`src/rtl/eth_mii_rx_framer_pkg.sv`:
```
// eth_rx_pkg: shared types and constants for the MII receive framer.
//   rx_state_t  - framer state encoding
//   PRE_NIB/SFD_NIB - preamble and start-of-frame-delimiter nibbles
//   CRC_*       - CRC-32 polynomial, seed and good-frame residue
//   rx_status_t - end-of-frame status bundle
package eth_rx_pkg;

  typedef enum logic [2:0] {
    WAIT_IDLE,
    IDLE,
    PREAMBLE,
    DATA,
    DROP_FRAME,
    DROP,
    EOF
  } rx_state_t;

  localparam logic [3:0]  PRE_NIB     = 4'h5;
  localparam logic [3:0]  SFD_NIB     = 4'hD;
  localparam logic [31:0] CRC_POLY    = 32'h04C11DB7;
  localparam logic [31:0] CRC_INIT    = 32'hFFFFFFFF;
  localparam logic [31:0] CRC_RESIDUE = 32'hC704DD7B;

  typedef struct packed {
    logic [10:0] len;
    logic        mii;
    logic        drib;
    logic        short_f;
    logic        long_f;
    logic        crc;
  } rx_status_t;

endpackage

```
`src/rtl/eth_mii_rx_framer_if.sv`:
```
// eth_mii_rx_framer_if: PHY-side MII receive pins plus the byte stream and
// end-of-frame status produced by the framer.
//   master - framer side (samples MII pins, drives stream/status)
//   slave  - PHY/consumer side (drives MII pins, observes stream/status)
interface eth_mii_rx_framer_if;
  logic [3:0]  MRxD;
  logic        MRxDV;
  logic        MRxErr;
  logic [7:0]  rx_data;
  logic        rx_valid;
  logic        rx_sof;
  logic        rx_eof;
  logic [10:0] rx_len;
  logic        rx_err_mii;
  logic        rx_err_drib;
  logic        rx_err_short;
  logic        rx_err_long;
  logic        rx_err_crc;

  modport master (
    input  MRxD, MRxDV, MRxErr,
    output rx_data, rx_valid, rx_sof, rx_eof, rx_len,
           rx_err_mii, rx_err_drib, rx_err_short, rx_err_long, rx_err_crc
  );

  modport slave (
    output MRxD, MRxDV, MRxErr,
    input  rx_data, rx_valid, rx_sof, rx_eof, rx_len,
           rx_err_mii, rx_err_drib, rx_err_short, rx_err_long, rx_err_crc
  );
endinterface

```
`src/rtl/eth_mii_rx_framer_crc.sv`:
```
// eth_crc32_nib: combinational CRC-32 step over one MII nibble.
//   crc      in  32  current CRC register
//   nib      in   4  MII nibble; nib[0] is the first bit on the wire
//   crc_next out 32  register after shifting in the four bits
// The register is kept MSB-first (non-reflected orientation) while the
// wire bits are fed in transmission order, which is arithmetically the
// reflected Ethernet CRC; in this orientation a good frame leaves
// CRC_RESIDUE (0xC704DD7B).
module eth_crc32_nib
  import eth_rx_pkg::*;
(
  input  logic [31:0] crc,
  input  logic [3:0]  nib,
  output logic [31:0] crc_next
);

  logic [31:0] c;

  always_comb begin
    c = crc;
    for (int i = 0; i < 4; i++) begin
      if (c[31] ^ nib[i]) c = {c[30:0], 1'b0} ^ CRC_POLY;
      else                c = {c[30:0], 1'b0};
    end
    crc_next = c;
  end

endmodule

```
`src/rtl/eth_mii_rx_framer.sv`:
```
// eth_mii_rx_framer: MII receive front-end. Strips preamble/SFD, assembles
// nibbles (low first) into bytes and reports one status per frame.
//   MRxClk  in  receive clock, rising edge
//   Reset   in  asynchronous active-high reset
//   rx      eth_mii_rx_framer_if.master: MRxD/MRxDV/MRxErr in,
//           rx_data/rx_valid/rx_sof byte stream out,
//           rx_eof + rx_len/rx_err_* frame status out
// Optional build macro ETH_RX_CRC_CHECK_EN adds the FCS check; without it
// rx_err_crc is tied low and no CRC logic exists.
module eth_mii_rx_framer
  import eth_rx_pkg::*;
#(
  parameter int MIN_FRAME   = 64,
  parameter int MAX_FRAME   = 1518,
  parameter int MIN_PRE_NIB = 2
) (
  input  logic                       MRxClk,
  input  logic                       Reset,
  eth_mii_rx_framer_if.master        rx
);

  rx_state_t   state;
  logic [3:0]  pre_cnt;
  logic [3:0]  low_nib;
  logic        phase;
  logic        first;
  logic        err_mii;
  logic        err_long;
  logic [10:0] byte_cnt;
  logic        sfd_hit;
  logic        crc_bad;

  logic [7:0]  byte_p1;
  logic        vld_p1;
  logic        sof_p1;
  logic        eof_p1;
  rx_status_t  status_p1;

  assign sfd_hit = (state == PREAMBLE) && rx.MRxDV && (rx.MRxD == SFD_NIB) &&
                   (pre_cnt >= 4'(MIN_PRE_NIB));

  function automatic rx_status_t make_status(input logic [10:0] cnt,
                                             input logic mii, input logic drib,
                                             input logic lng, input logic crc);
    rx_status_t s;
    s.len     = cnt;
    s.mii     = mii;
    s.drib    = drib;
    s.short_f = (cnt < 11'(MIN_FRAME));
    s.long_f  = lng;
    s.crc     = crc;
    return s;
  endfunction

`ifdef ETH_RX_CRC_CHECK_EN
  logic [31:0] crc;
  logic [31:0] crc_byte;
  logic [31:0] crc_next;

  eth_crc32_nib u_crc (
    .crc      (crc),
    .nib      (rx.MRxD),
    .crc_next (crc_next)
  );

  // crc_byte is the register as of the last complete byte, so a trailing
  // dribble nibble never enters the check.
  always_ff @(posedge MRxClk or posedge Reset) begin
    if (Reset) begin
      crc      <= '0;
      crc_byte <= '0;
    end else if (sfd_hit) begin
      crc      <= CRC_INIT;
      crc_byte <= CRC_INIT;
    end else if (state == DATA && rx.MRxDV) begin
      crc <= crc_next;
      if (phase) crc_byte <= crc_next;
    end
  end

  assign crc_bad = (crc_byte != CRC_RESIDUE);
`else
  assign crc_bad = 1'b0;
`endif

  // ---- stage p1: framer state and registered outputs ----
  always_ff @(posedge MRxClk or posedge Reset) begin
    if (Reset) begin
      state     <= WAIT_IDLE;
      pre_cnt   <= '0;
      low_nib   <= '0;
      phase     <= 1'b0;
      first     <= 1'b0;
      err_mii   <= 1'b0;
      err_long  <= 1'b0;
      byte_cnt  <= '0;
      byte_p1   <= '0;
      vld_p1    <= 1'b0;
      sof_p1    <= 1'b0;
      eof_p1    <= 1'b0;
      status_p1 <= '0;
    end else begin
      vld_p1 <= 1'b0;
      sof_p1 <= 1'b0;
      eof_p1 <= 1'b0;
      case (state)
        WAIT_IDLE: if (!rx.MRxDV) state <= IDLE;
        IDLE: begin
          if (rx.MRxDV) begin
            if (rx.MRxD == PRE_NIB) begin
              state   <= PREAMBLE;
              pre_cnt <= 4'd1;
            end else begin
              state <= DROP;
            end
          end
        end
        PREAMBLE: begin
          if (!rx.MRxDV) begin
            state <= IDLE;
          end else if (rx.MRxD == PRE_NIB) begin
            if (pre_cnt != 4'hF) pre_cnt <= pre_cnt + 4'd1;
          end else if (sfd_hit) begin
            state    <= DATA;
            phase    <= 1'b0;
            byte_cnt <= '0;
            first    <= 1'b1;
            err_mii  <= 1'b0;
            err_long <= 1'b0;
          end else begin
            state <= DROP;
          end
        end
        DATA: begin
          if (!rx.MRxDV) begin
            // A half-received byte is never completed; phase reports it.
            state     <= EOF;
            eof_p1    <= 1'b1;
            status_p1 <= make_status(byte_cnt, err_mii, phase, err_long, crc_bad);
          end else begin
            if (rx.MRxErr) err_mii <= 1'b1;
            if (!phase) begin
              low_nib <= rx.MRxD;
              phase   <= 1'b1;
            end else begin
              phase    <= 1'b0;
              byte_cnt <= byte_cnt + 11'd1;
              if (byte_cnt == 11'(MAX_FRAME)) begin
                err_long <= 1'b1;
                state    <= DROP_FRAME;
              end else begin
                byte_p1 <= {rx.MRxD, low_nib};
                vld_p1  <= 1'b1;
                sof_p1  <= first;
                first   <= 1'b0;
              end
            end
          end
        end
        DROP_FRAME: begin
          if (!rx.MRxDV) begin
            state     <= EOF;
            eof_p1    <= 1'b1;
            status_p1 <= make_status(byte_cnt, err_mii, phase, err_long, crc_bad);
          end else begin
            phase <= ~phase;
            if (phase && byte_cnt != 11'h7FF) byte_cnt <= byte_cnt + 11'd1;
          end
        end
        EOF:  state <= IDLE;
        DROP: if (!rx.MRxDV) state <= IDLE;
        default: state <= WAIT_IDLE;
      endcase
    end
  end

  assign rx.rx_data      = byte_p1;
  assign rx.rx_valid     = vld_p1;
  assign rx.rx_sof       = sof_p1;
  assign rx.rx_eof       = eof_p1;
  assign rx.rx_len       = status_p1.len;
  assign rx.rx_err_mii   = status_p1.mii;
  assign rx.rx_err_drib  = status_p1.drib;
  assign rx.rx_err_short = status_p1.short_f;
  assign rx.rx_err_long  = status_p1.long_f;
  assign rx.rx_err_crc   = status_p1.crc;

endmodule

```
`src/flat_wrapper.sv`:
```
// flat-port wrapper written by rule: the top's interface ports become plain ports
module eth_mii_rx_framer_flat import eth_rx_pkg::*;
#(
  parameter int MIN_FRAME   = 64,
  parameter int MAX_FRAME   = 1518,
  parameter int MIN_PRE_NIB = 2
)
  (MRxClk, Reset, rx_MRxD, rx_MRxDV, rx_MRxErr, rx_rx_data, rx_rx_valid, rx_rx_sof, rx_rx_eof, rx_rx_len, rx_rx_err_mii, rx_rx_err_drib, rx_rx_err_short, rx_rx_err_long, rx_rx_err_crc);
  eth_mii_rx_framer_if rx_i ();
  input  logic MRxClk;
  input  logic Reset;
  input wire logic [$bits(rx_i.MRxD)-1:0] rx_MRxD;
  input wire logic [$bits(rx_i.MRxDV)-1:0] rx_MRxDV;
  input wire logic [$bits(rx_i.MRxErr)-1:0] rx_MRxErr;
  output wire logic [$bits(rx_i.rx_data)-1:0] rx_rx_data;
  output wire logic [$bits(rx_i.rx_valid)-1:0] rx_rx_valid;
  output wire logic [$bits(rx_i.rx_sof)-1:0] rx_rx_sof;
  output wire logic [$bits(rx_i.rx_eof)-1:0] rx_rx_eof;
  output wire logic [$bits(rx_i.rx_len)-1:0] rx_rx_len;
  output wire logic [$bits(rx_i.rx_err_mii)-1:0] rx_rx_err_mii;
  output wire logic [$bits(rx_i.rx_err_drib)-1:0] rx_rx_err_drib;
  output wire logic [$bits(rx_i.rx_err_short)-1:0] rx_rx_err_short;
  output wire logic [$bits(rx_i.rx_err_long)-1:0] rx_rx_err_long;
  output wire logic [$bits(rx_i.rx_err_crc)-1:0] rx_rx_err_crc;
  assign rx_i.MRxD = rx_MRxD;
  assign rx_i.MRxDV = rx_MRxDV;
  assign rx_i.MRxErr = rx_MRxErr;
  assign rx_rx_data = rx_i.rx_data;
  assign rx_rx_valid = rx_i.rx_valid;
  assign rx_rx_sof = rx_i.rx_sof;
  assign rx_rx_eof = rx_i.rx_eof;
  assign rx_rx_len = rx_i.rx_len;
  assign rx_rx_err_mii = rx_i.rx_err_mii;
  assign rx_rx_err_drib = rx_i.rx_err_drib;
  assign rx_rx_err_short = rx_i.rx_err_short;
  assign rx_rx_err_long = rx_i.rx_err_long;
  assign rx_rx_err_crc = rx_i.rx_err_crc;
  eth_mii_rx_framer #(.MIN_FRAME(MIN_FRAME), .MAX_FRAME(MAX_FRAME), .MIN_PRE_NIB(MIN_PRE_NIB)) u_core (.MRxClk(MRxClk), .Reset(Reset), .rx(rx_i));
endmodule
```
`config.mk`:
```
export PLATFORM = sky130hd
export DESIGN_NAME = eth_mii_rx_framer_flat
export DESIGN_NICKNAME = d
export VERILOG_FILES = /design/src/rtl/eth_mii_rx_framer_pkg.sv /design/src/rtl/eth_mii_rx_framer_if.sv /design/src/rtl/eth_mii_rx_framer_crc.sv /design/src/rtl/eth_mii_rx_framer.sv /design/src/flat_wrapper.sv
export SDC_FILE = /design/constraint.sdc
export NUM_CORES = 1
export LEC_CHECK = 0
export ABC_AREA = 1
export BUFFER_PORTS_ARGS = -buffer_cell sky130_fd_sc_hd__buf_2
export CAP_MARGIN = 20
export CORE_MARGIN = 1
export CORE_UTILIZATION = 57
export CTS_CLUSTER_SIZE = 10
export DETAILED_ROUTE_END_ITERATION = 10
export PLACE_DENSITY = 0.79
export SKIP_CTS_REPAIR_TIMING = 1
export SYNTH_ARGS = -nofsm -noshare
export SYNTH_HDL_FRONTEND = slang
export SYNTH_SLANG_ARGS = --single-unit
```
`constraint.sdc`:
```
create_clock -name MRxClk -period 2.05 [get_ports MRxClk]
set_input_delay 0.41 -clock MRxClk [delete_from_list [all_inputs] [get_ports MRxClk]]
set_output_delay 0.41 -clock MRxClk [all_outputs]
set_load 0.01 [all_outputs]
```
==> results.toml, run 1 <==
[outcome]
status = "completed"

[grt]
grt_max_degree = 20
grt_usage_pct = 24.45
grt_pass1_vias = 2170
grt.overflow.total = 0
grt_pass1_wl_um = 9804
antenna_found_initial = 0

[synthesis]
syn-cell-area_mm2 = 0.002746
synth_seq_cells = 52
synthArstFlopShare_pct = 100.0
synth_edf_count = 0
yosysMostFrequentCell = "nand2_1"
synth_common_cells = "nand2_1 (122), dfrtp_1 (52), nor2_1 (40)"
ys_seq_area_share_pct = 47.38
syn_inst = 362
syn_avg_cell_area_um2 = 7.587
yosysTopAreaCell = "dfrtp_1"
ys.flop_type = "dfrtp_1"
synth_area_leaders = "dfrtp_1 (47%), nand2_1 (17%), nor2_1 (5.5%)"
synth_cell_types = 29
synth_top_area_share_pct = 47.38
synth_nets = 374
yosys_warnings = 0

[placement]
hpwl_um = 4237
dp_worst_setup_slack_ps = 305.5
placed_cells = 444
io_buffers = 33
gp_congestion = 0.9250

[timing]
hold_violations = 0
period_share_pct = 87.45
rsz0062_at_grt = "false"
clock-skew-final_ps = 7.325
slew_violations = 0
fin_tns_setup_ps = 0
fin_crit_ps = 1793
timing.hold.ws_ps = 63.45
finalSetupViolCount = 0
fin_ws_ps = 257.4
timing.fmax_mhz = 557.8

[clock_tree]
cts_buffers = 5
clock_path_buffers = 2
cts_tree = "built"
clk_pin_slew_worst_paths_ps = 90
cts_root_buf = "clkbuf_8"
cts_num_sinks = 52
clkLatencyLatePin_ps = 310
htreeDepth = 2

[finish]
finalNetCount = 411
drive_gt1_share_pct = 17.25
fillers = 381
final_cells = 452
areaGrowthSynthToFinish_pct = 11.21
num_antenna_cells = 0

[route]
met1_length_um = 2863
wl_met2_um = 2449
vias_per_cell = 5.274
vias = 2384
antenna_left = 0
dr.first_iter.drc_count = 186
dr.pass1.iters = 4
wl_met3_um = 291
drc = 0
dr.max_layer_used = "met4"
wl_per_cell_um = 12.56
routed_wl_um = 5678

[worst_setup_path]
ff2ff_setup_slack_ps = 260
cp_slowest_cell = "dfrtp_1"
worstPathRequired_ps = 2300
path_max_fanout = 11
start_kind = "flip-flop"
cp.arrival_ps = 2050
path_class = "flip-flop to flip-flop"
crit_family = "simple AND/OR/NAND/NOR gates"
r2r_cells = 10
crit_top_cell = "nand2_1"
cpPeakStageDelay_ps = 460
r2r_start = "u_core.byte_cnt[0]"
end_kind = "flip-flop"
crit_chain = "ha_1 -> inv_1 -> nor2_2 -> nand3_1 -> nand2_1 -> nand2_1 -> nand2_1 -> nor2_2 -> nand3_1 -> nand2_1"
r2r-end = "u_core.byte_cnt[3]"
cp.buffers_inverters = 1

[pwr]
peakVddDrop_v = 0.0005877
power-per-cell-area_mw_per_mm2 = 1026
p_leak_nw = 1.614

[floorplanning]
initial_utilization_pct = 60.97
dieWidth_um = 71.42
io_pins = 35
die_h_um = 71.42
dieArea_mm2 = 0.005100
core_mm2 = 0.004504
std_cell_rows = 24

[min_path]
hp-class = "primary input to async pin"

[run]
cap_viol_max_count = 0
-- kinds of logic (layout without fill, tap and decap cells) --
family,count (synthesis),count (layout),share of synthesized area [%]
flops,52,52,47.38
simple gates,206,206,32.21
buf+inv,49,87,7.517
other cells,1,1,0.1365
compound gates,43,43,8.702
fa+ha+maj,4,4,1.822
xor+xnor,7,7,2.232
-- worst max path at each step --
stage                             from                 end  cells after the start
floorplan                        Reset  u_core.byte_cnt[0]                      1
global placement    u_core.byte_cnt[1]  u_core.byte_cnt[3]                     10
detailed placement  u_core.byte_cnt[0]  u_core.byte_cnt[3]                     10
CTS                 u_core.byte_cnt[0]  u_core.byte_cnt[3]                     10
global route        u_core.byte_cnt[0]  u_core.byte_cnt[8]                     10
finish              u_core.byte_cnt[0]  u_core.byte_cnt[3]                     10
-- layer usage --
metal,up-vias,track usage (%)
met2,66,36.72
li1,1215,-
met5,-,0
met1,1094,35.63
met3,9,4.501
met4,0,8.889
-- power by group --
group | internal (W) | switching (W) | total (W)
Clock | 0.000243 | 0.000341 | 0.000585
Sequential | 0.00125 | 0.000186 | 0.00144
Combinational | 0.000382 | 0.000729 | 0.00111
-- metrics by stage --
| stage | util (%) | power (W) | area [µm²] |
|---|---|---|---|
| after global routing | 67.81 | 0.003349 | 3054 |
| after CTS | 67.81 | 0.003146 | 3054 |
| after global placement | 65.83 | 0.002531 | 2965 |
| after detailed placement | 65.83 | 0.002557 | 2965 |
| final | 67.81 | 0.003134 | 3054 |
| after floorplan | - | 0.002245 | 2746 |
-- worst register-to-register path, cell delays in order (launching register included) --
cell and delay, ps:
dfrtp_1 460, ha_1 300, inv_1 90, nor2_2 60
nand3_1 80, nand2_1 50, nand2_1 70, nand2_1 60
nor2_2 340, nand3_1 140, nand2_1 80
-- placed cells by master (no fill, tap or decap) --
cell        Yosys  routed
a21oi_1         9       9
and3_1          1       1
buf_2           6      33
buf_4           2       6
clkbuf_1        0       1
clkbuf_8        0       5
clkinv_4        0       1
clkinvlp_4      0       1
conb_1          1       1
dfrtp_1        52      52
ha_1            4       4
inv_1          33      32
inv_2           7       8
nand2_1       122     122
nand2_2         2       2
nand3_1        23      23
nand3_2         2       2
nand3_4         1       1
nand3b_1        2       2
nand4_1         6       6
nor2_1         40      40
nor2_2          2       2
nor2_4          2       2
nor3_1          1       1
nor4_1          1       1
o211a_1         1       1
o21ai_0        24      24
o21ai_1         4       4
o21ai_2         5       5
or2_2           1       1
xnor2_1         1       1
xor2_1          6       6
-- layout make-up --
class	count	area [µm²]	share of cell area, %
well taps	52	65.06	2.130
inverters	40	150.1	4.916
repair buffers	39	210.2	6.882
clock buffers	6	72.57	2.376
clock inverters	2	16.27	0.5326
multi-input cells	261	1239	40.56
flip-flops and latches	52	1301	42.61
-- flip-flops by register name, summed over array words and instances (netlist names) --
register / cells
u_core.low_nib: 4
u_core.rx.rx_sof: 1
u_core.rx.rx_err_short: 1
u_core.first: 1
u_core.rx.rx_len: 11
u_core.rx.rx_err_mii: 1
u_core.err_mii: 1
u_core.rx.rx_eof: 1
u_core.byte_cnt: 11
u_core.err_long: 1
u_core.rx.rx_err_drib: 1
u_core.rx.rx_data: 8
u_core.state: 3
u_core.phase: 1
u_core.pre_cnt: 4
u_core.rx.rx_err_long: 1
u_core.rx.rx_valid: 1
Power figures use the tool's default switching activity.
==> inputs of run 2 (changes only) <==
GPL_TIMING_DRIVEN = 0   (was unset)
==> results.toml, run 2 (synthesis results as in run 1) <==
[outcome]
status = "completed"

[timing]
finalSetupViolCount = 0
period_share_pct = 88.27
slew_violations = 0
fin_ws_ps = 240.5
clock-skew-final_ps = 12.02
hold_violations = 0
rsz0062_at_grt = "false"
timing.hold.ws_ps = 114.6
fin_crit_ps = 1810
timing.fmax_mhz = 552.6

[pwr]
p_leak_nw = 1.648
peakVddDrop_v = 0.0005516
power-per-cell-area_mw_per_mm2 = 1086

[grt]
grt_max_degree = 31
grt_pass1_wl_um = 10110
grt_usage_pct = 25.49
grt.overflow.total = 0
grt_pass1_vias = 2255
antenna_found_initial = 0

[finish]
layout_commonest_cell = "nand2_1"
areaGrowthSynthToFinish_pct = 13.99
final_cell_mix = "nand2_1 (122), dfrtp_1 (50), nor2_1 (40)"
finalNetCount = 415
drive_gt1_share_pct = 18.86
num_antenna_cells = 0
final_core_util_pct = 69.50

[clock_tree]
cts_buffers = 5
cts_root_buf = "clkbuf_8"
cts_tree = "built"
clock_path_buffers = 2
cts_num_sinks = 52
clk_pin_slew_worst_paths_ps = 100
htreeDepth = 2
clkLatencyLatePin_ps = 310

[floorplanning]
dieArea_mm2 = 0.005100
initial_utilization_pct = 60.97
dieWidth_um = 71.42
io_pins = 35
std_cell_rows = 24
core_mm2 = 0.004504
die_h_um = 71.42

[route]
wl_per_cell_um = 12.63
drc = 0
vias = 2407
dr.first_iter.drc_count = 153
dr.pass1.iters = 5
routed_wl_um = 5748
antenna_left = 0
vias_per_cell = 5.290

[run]
cap_viol_max_count = 0

[worst_setup_path]
start_kind = "flip-flop"
crit_top_cell = "nand2_1"
cp.arrival_ps = 2010
ff2ff_setup_slack_ps = 240
crit_chain = "inv_1 -> ha_1 -> nand2_1 -> nor2_1 -> nand3_1 -> nand2_1 -> nor2_4 -> inv_2 -> buf_6 -> nand2_1 -> nand2_1"
cp_slowest_cell = "dfrtp_2"
cpPeakStageDelay_ps = 460
path_max_fanout = 10
path_class = "flip-flop to flip-flop"
worstPathRequired_ps = 2250
end_kind = "flip-flop"

[placement]
io_buffers = 33
hpwl_um = 4226
gp_congestion = 0.9415
dp_worst_setup_slack_ps = 247.4

[min_path]
hp-class = "primary input to async pin"
==> run 2: cell types whose count changed in the layout (fill, tap and decap cells not counted), moves of 2 or more <==
cell	previous run	this run
buf_2	33	39
buf_4	6	2
bufinv_16	0	2
dfrtp_2	0	2
dfrtp_1	52	50
==> run 2: routing by layer <==
layer | part of all wire, % | routed length, µm | track usage, %
met5 | 0 | 0 | 0
met4 | 1.4 | 83 | 8.000
met3 | 5.8 | 335 | 4.501
met2 | 45 | 2614 | 40.42
met1 | 47 | 2715 | 35.91
==> run 2: path summary, 6_finish.rpt <==
| kind | from | to | cells past startpoint |
|---|---|---|---|
| max reg2reg | u_core.byte_cnt[0] | u_core.rx.rx_data[1] | 11 |
| max in group asynchronous | Reset | u_core.byte_cnt[0] | 3 |
| min in group MRxClk | rx_MRxD[0] | u_core.rx.rx_data[4] | 3 |
| max | u_core.byte_cnt[0] | u_core.rx.rx_data[1] | 11 |
| min | Reset | u_core.rx.rx_err_mii | 2 |
| min reg2reg | u_core.rx.rx_data[0] | u_core.rx.rx_data[0] | 2 |
==> run 2: critical path, delay by kind of cell (launching register included) <==
| kind | cells | cell delay [ps] |
|---|---|---|
| buffers and inverters | 3 | 350 |
| flip-flops | 1 | 460 |
| adder cells (fa/ha/maj) | 1 | 210 |
| AND/OR/NAND/NOR | 7 | 680 |
==> run 2: final cells by class <==
cell class              instances  area, µm²
plain buffers                   9      56.30
clock buffers                   5      68.82
clock inverters                 2      60.06
fillers                       387       1374
inverters                      40      150.1
multi-input cells             261       1241
flip-flops and latches         52       1304
well taps                      52      65.06
repair buffers                 34      185.2
==> run 2: where the power goes <==
group / switching (W) / internal (W) / total [W] / leakage, nW
logic: 0.000751 / 0.000404 / 0.00115 / 0.900
clock network: 0.000335 / 0.000480 / 0.000815 / 0.0642
registers: 0.000173 / 0.00126 / 0.00143 / 0.684
total: 0.00126 / 0.00214 / 0.00340 / 1.65
==> run 2: metrics by stage <==
| step | power (W) | instances | TNS, ps | area (µm²) |
|---|---|---|---|---|
| after floorplan | 0.002245 | 362 | 0 | 2746 |
| after global placement | 0.002545 | 447 | -12280 | 2977 |
| after detailed placement | 0.002600 | 448 | 0 | 2997 |
| after CTS | 0.003419 | 455 | 0 | 3126 |
| final | 0.003399 | 455 | 0 | 3131 |
| after global routing | 0.003651 | 455 | 0 | 3131 |
